File: config.mk
export PLATFORM = sky130hd
export DESIGN_NAME = stream_demux
export DESIGN_NICKNAME = d
export VERILOG_FILES = /design/src/rtl/stream_demux_pkg.sv /design/src/rtl/stream_demux_slot.sv /design/src/rtl/stream_demux.sv
export SDC_FILE = /design/constraint.sdc
export NUM_CORES = 1
export LEC_CHECK = 0
export CAP_MARGIN = 5
export CORE_ASPECT_RATIO = 1.5
export CORE_MARGIN = 2
export CORE_UTILIZATION = 51
export CTS_BUF_LIST = sky130_fd_sc_hd__clkbuf_16
export DETAILED_ROUTE_END_ITERATION = 8
export PLACE_DENSITY = 0.86
export SYNTH_ARGS = -nofsm -noshare
export SYNTH_HDL_FRONTEND = slang
export SYNTH_HIERARCHICAL = 1
export SYNTH_SLANG_ARGS = --single-unit
File: constraint.sdc
create_clock -name CLK -period 4.9 [get_ports CLK]
set_clock_uncertainty 0.2 [all_clocks]
set_input_delay 0.98 -clock CLK [delete_from_list [all_inputs] [get_ports CLK]]
set_output_delay 0.98 -clock CLK [all_outputs]
set_load 0.05 [all_outputs]
File: src/rtl/stream_demux_pkg.sv
// Shared types and helpers for the registered 1-to-NCH stream demultiplexer.
package stream_demux_pkg;

    typedef enum logic {IDLE, PKT} state_t;

    // Select width for a given channel count; never narrower than one bit.
    function automatic int sel_width(input int n);
        return (n > 1) ? $clog2(n) : 1;
    endfunction

endpackage

File: src/rtl/stream_demux_slot.sv
// One-entry output register with valid/ready; a load wins over a drain.
module stream_demux_slot #(
    parameter int DW = 8
) (
    input  logic          CLK,
    input  logic          RST_N,
    input  logic          load,
    input  logic [DW-1:0] d_data,
    input  logic          d_last,
    input  logic          o_ready,
    output logic          o_valid,
    output logic [DW-1:0] o_data,
    output logic          o_last
);

    always_ff @(posedge CLK or negedge RST_N) begin
        if (!RST_N) begin
            o_valid <= 1'b0;
            o_data  <= '0;
            o_last  <= 1'b0;
        end else if (load) begin
            o_valid <= 1'b1;
            o_data  <= d_data;
            o_last  <= d_last;
        end else if (o_valid && o_ready) begin
            // Payload is left in place; only the valid bit drops.
            o_valid <= 1'b0;
        end
    end

endmodule

File: src/rtl/stream_demux.sv
// Registered 1-to-NCH stream demux; the select is locked on a packet's first
// beat so multi-beat packets never split across channels.
module stream_demux
    import stream_demux_pkg::*;
#(
    parameter int  DW  = 8,
    parameter int  NCH = 8,
    localparam int SW  = sel_width(NCH)
) (
    input  logic              CLK,
    input  logic              RST_N,
    input  logic [DW-1:0]     I_DATA,
    input  logic              I_VALID,
    input  logic              I_LAST,
    output logic              I_READY,
    input  logic [SW-1:0]     S,
    output logic [NCH*DW-1:0] O_DATA,
    output logic [NCH-1:0]    O_VALID,
    output logic [NCH-1:0]    O_LAST,
    input  logic [NCH-1:0]    O_READY,
    output logic              BUSY,
    output logic              ERR
);

    state_t                     state_q, state_d;
    logic [SW-1:0]              sel_q, sel_d;
    logic [SW-1:0]              target;
    logic                       in_range;
    logic                       slot_ready;
    logic                       accept;
    logic [NCH-1:0]             load;
    logic [NCH-1:0][DW-1:0]     slot_data;

    // Out-of-range targets keep slot_ready at 1 so the beat is swallowed.
    always_comb begin
        target     = (state_q == PKT) ? sel_q : S;
        in_range   = 1'b0;
        slot_ready = 1'b1;
        for (int c = 0; c < NCH; c++) begin
            if (target == SW'(c)) begin
                in_range   = 1'b1;
                slot_ready = !O_VALID[c] || O_READY[c];
            end
        end
    end

    assign I_READY = slot_ready;
    assign accept  = I_VALID && I_READY;
    assign BUSY    = (state_q == PKT);
    assign O_DATA  = slot_data;

    always_comb begin
        state_d = state_q;
        sel_d   = sel_q;
        case (state_q)
            IDLE: if (accept && !I_LAST) begin
                state_d = PKT;
                sel_d   = S;
            end
            PKT:  if (accept && I_LAST) state_d = IDLE;
            default: state_d = IDLE;
        endcase
    end

    always_ff @(posedge CLK or negedge RST_N) begin
        if (!RST_N) begin
            state_q <= IDLE;
            sel_q   <= '0;
            ERR     <= 1'b0;
        end else begin
            state_q <= state_d;
            sel_q   <= sel_d;
            if (accept && !in_range) ERR <= 1'b1;
        end
    end

    for (genvar c = 0; c < NCH; c++) begin : g_slot
        assign load[c] = accept && (target == SW'(c));

        stream_demux_slot #(.DW(DW)) u_slot (
            .CLK     (CLK),
            .RST_N   (RST_N),
            .load    (load[c]),
            .d_data  (I_DATA),
            .d_last  (I_LAST),
            .o_ready (O_READY[c]),
            .o_valid (O_VALID[c]),
            .o_data  (slot_data[c]),
            .o_last  (O_LAST[c])
        );
    end

endmodule
Word level (Yosys, flattened, before mapping)
Cells that the tools add are included.
{ "word_totals": {"regBits": 85, "output_inout_bits": 83, "in_bits": 23, "elab_cells": 119} }
{ "classes": {"n_reduce_logical": 48, "mux": 36, "n_bitwise": 1, "n_eq_ne": 7} }
{ "op_table": {"columns": ["cell", "n"], "rows": [
  ["two-way mux 1 bit", 34],
  ["logical AND 1 bit", 20],
  ["nonzero test 2 bit", 8],
  ["equality test 3 bit, second input constant", 4],
  ["logical NOT 1 bit", 10],
  ["logical OR 1 bit", 8],
  ["equality test 3 x 2 -> 1 bit, second input constant", 2],
  ["equality test 3 x 1 -> 1 bit, second input constant", 1],
  ["logical NOT 3 bit", 1],
  ["two-way mux 3 bit", 1],
  ["one-hot mux 1 bit (2 select lines)", 1],
  ["AND reduction 2 bit", 1],
  ["inverter 1 bit", 1]
]} }

Logic depth before layout (Yosys ltp)
{ "logic_depth": {"word_depth": 14, "depth_mapped": 9, "ltp_nobuf": 7} }

Cells and area by module
The synthesis kept the hierarchy.
{ "modules_own_cells": {"columns": ["mod", "area_each_um2", "seq_area_each_um2", "cells_each", "n_inst"], "rows": [
  ["stream_demux_slot", 409.1, 250.2, 22, 8],
  ["stream_demux", 478.0, 125.1, 53, 1]
]} }

Least setup slack after synthesis
No wires, ideal clock.
{ "synth_timing": {"kind": "input-to-output", "from": "in S[0]", "to": "out I_READY", "arrival_time_ns": 2.333, "required_time_ns": 3.720, "path_stages": 4, "n_path_buf": 0, "setup_slack_ns": 1.387, "path_cell_list": "mux2_2 mux2_1 o22a_1 nor2b_1"} }
{ "synth_between": {"elab_chain_len": 10, "word_cells_on_any_way": 17, "classes_between": "eq/ne (7); mux (9); reduce/logical (1)"} }
{ "synth_lines": {"columns": ["item", "line_no", "text"], "rows": [
  ["start: declaration", "stream_demux.sv:16", "input logic [SW-1:0] S,"],
  ["two-way mux 3 bit *", "stream_demux.sv:36", "target = (state_q == PKT) ? sel_q : S;"],
  ["logical NOT 3 bit", "stream_demux.sv:40", "if (target == SW'(c)) begin"],
  ["two-way mux 1 bit (7 in series)", "stream_demux.sv:40", null],
  ["two-way mux 1 bit *", "stream_demux.sv:40", null],
  ["end: declaration", "stream_demux.sv:15", "output logic I_READY,"]
]} }
Mark *: on every way between the ends. The rest lies on a longest branch, timed or not.

Worst setup path in the final report
{ "layout_timing": {"from": "in S[1]", "to": "out I_READY"} }
Same word-level chain as after synthesis.

==> flow_summary.ini <==
[run_status]
status = completed

[clock_tree]
clockBufferDepth = 2
postCtsHoldBufs = 0
cts_tree = built
numCtsBuffers = 9
cts_setup_buffers = 0
ctsHtreeMaxLevel = 3
cts_resized = 0
clk_latency_ps = 330
path_clk_slew_ps = 50
root_buffer = clkbuf_16
cts_num_sinks = 85

[routing]
dr.pass1.iters = 4
antenna_left = 0
drc_errors = 0
drt-total-wl_mm = 8.633
routed_via_density = 5.089
first_iter_violations = 152
drt-wirelength-per-cell_um = 19.27
vias = 2280

[setup_path]
path_buf_inv = 3
cp.arrival_ps = 3530
slowest_delay_ps = 710
start_kind = input port
cpLargestDelayFamily = buffers and inverters
worst_setup_path_end_kind = primary output
crit_type = input port to primary output
crit_chain = clkdlybuf4s50_1 > inv_1 > o32a_1 > or3b_1 > a311oi_2 > nor2b_1 > clkdlybuf4s50_1
crit_slowest_cell = clkdlybuf4s50_1
critPathMostFrequentCell = clkdlybuf4s50_1
cp.required_ps = 3720
path_max_fanout = 5

[die]
dieArea_um2 = 8071
die_h_um = 109.0
start_util_pct = 52.25
ios = 106
die_w_um = 74.03
core-area_um2 = 7179
fp-row-count = 38

[placement]
routabilityCongestion = 0.7700
port-buffer-count = 105
placed_cell_area_um2 = 4907
dp_hpwl_mm = 5.866
dp.cells = 433

[grt]
grt_pass1_wl_mm = 13.38
antenna_found_initial = 0
grt_max_degree = 86
grt.overflow.total = 0
grtUsageTotal_pct = 23.02
grt_pass1_vias = 2397

[final_layout]
final_common_cell = clkdlybuf4s50_1
syn2layout_area_growth_pct = 37.46
stdcell_area_um2 = 5156
antenna_cells = 0
nets = 367
most-common-layout-cells = clkdlybuf4s50_1, dfrtp_1, mux2_4
stdcell_count = 448
drive_above_1_share_pct = 31.90

[sta]
hold_ws_ps = 175.2
setup-tns-final_ps = 0
setup_viol = 0
min_period_over_period_pct = 96.05
rsz0062_at_grt = no
worst_slew_pin_slew_ps = 1057
hold_viol = 0
relSlewSlack_pct = 29.53
fmax_ghz = 0.2125
period_needed_ps = 4706
maxSlewViolCount = 0

[logic_synthesis]
synth_seq_area_share_pct = 56.70
ys_seq_elements = 85
synth_area_um2 = 3751
synth_nets = 252
ys_types = 29
syn_inst = 229
ys.warnings.count = 6
avgSynthCellArea_um2 = 16.38

[flow_run]
cap_violations = 0

[hold_path]
hp-class = flop to flop
[cell usage after synthesis]
cell type	instances	area share [%]
nor2_1	7	0.70
buf_6	9	2.7
nor3_1	5	0.67
a32oi_2	1	0.43
nand2b_1	3	0.50
mux2_2	1	0.30
mux2_1	1	0.30
dfrtp_1	85	57
and3b_1	1	0.23
o2111a_1	1	0.30
nand2_1	2	0.20
o32a_1	1	0.27
or3b_1	2	0.47
a31oi_2	1	0.33
nor3b_1	2	0.40
o22a_1	1	0.23
inv_1	10	1.0
a311oi_2	1	0.40
clkbuf_1	1	0.10
nor2b_1	2	0.33
a21o_2	8	1.9
mux2i_1	2	0.53
or4_4	1	0.30
or3_1	1	0.17
mux2_4	74	30
o22ai_1	1	0.17
or2_1	1	0.17
nand3b_1	1	0.20
o21ai_0	3	0.40
[stage by stage]
step,worst slack (ps),util (%)
global placement,253.8,68.35
CTS,204.4,71.82
detailed placement,211.8,68.35
finish,193.6,71.82
global route,68.88,71.82
floorplan,1387,-
[metal layers]
layer / vias to the layer above / global-route usage (%) / wire length [um]
met2: 66 / 37.69 / 4511
met3: 10 / 3.512 / 315
met4: 0 / 9.351 / 148
li1: 1027 / - / -
met5: - / 0 / 0
met1: 1177 / 30.39 / 3657
[kinds of logic (layout without fill, tap and decap cells)]
family,after synthesis,count (layout),synth area share [%]
multiplexers,78,78,30.75
buffers and inverters,20,139,3.803
AO/OA/AOI/OAI,18,18,4.403
AND/OR/NAND/NOR,28,28,4.337
flip-flops,85,85,56.70
[registers in the layout (all words and copies together), names as in the netlist, named ones only]
signal and count:
g_slot.u_slot/o_data 64, g_slot.u_slot/o_last 8, g_slot.u_slot/o_valid 8, sel_q 3
ERR 1
[layout make-up]
type,instances,area [um^2]
flip-flops and latches,85,2127
fillers,499,2023
multi-input cells,124,1501
repair buffers,114,1116
clock buffers,9,225.2
well taps,100,125.1
inverters,10,37.54
clock inverters,6,23.77
[worst paths after layout]
path                                 start                                endpoint  slack, ps  cells past startpoint
setup / recovery                      S[1]                                 I_READY        190                      7
hold / removal             ERR$_DFFE_PN0P_                         ERR$_DFFE_PN0P_        180                      0
setup reg to reg                      flop  g_slot[0].u_slot/o_data[7]$_DFFE_PN0P_       1900                      8
hold reg to reg            ERR$_DFFE_PN0P_                         ERR$_DFFE_PN0P_        180                      0
max in group asynchronous            RST_N  g_slot[6].u_slot/o_data[4]$_DFFE_PN0P_       3180                      1
min in group asynchronous            RST_N                    sel_q[2]$_DFFE_PN0P_        600                      1
Power is left out: the tool's default activity adds up to more than one toggle a clock period on the data nets, which glitch-free logic cannot reach.
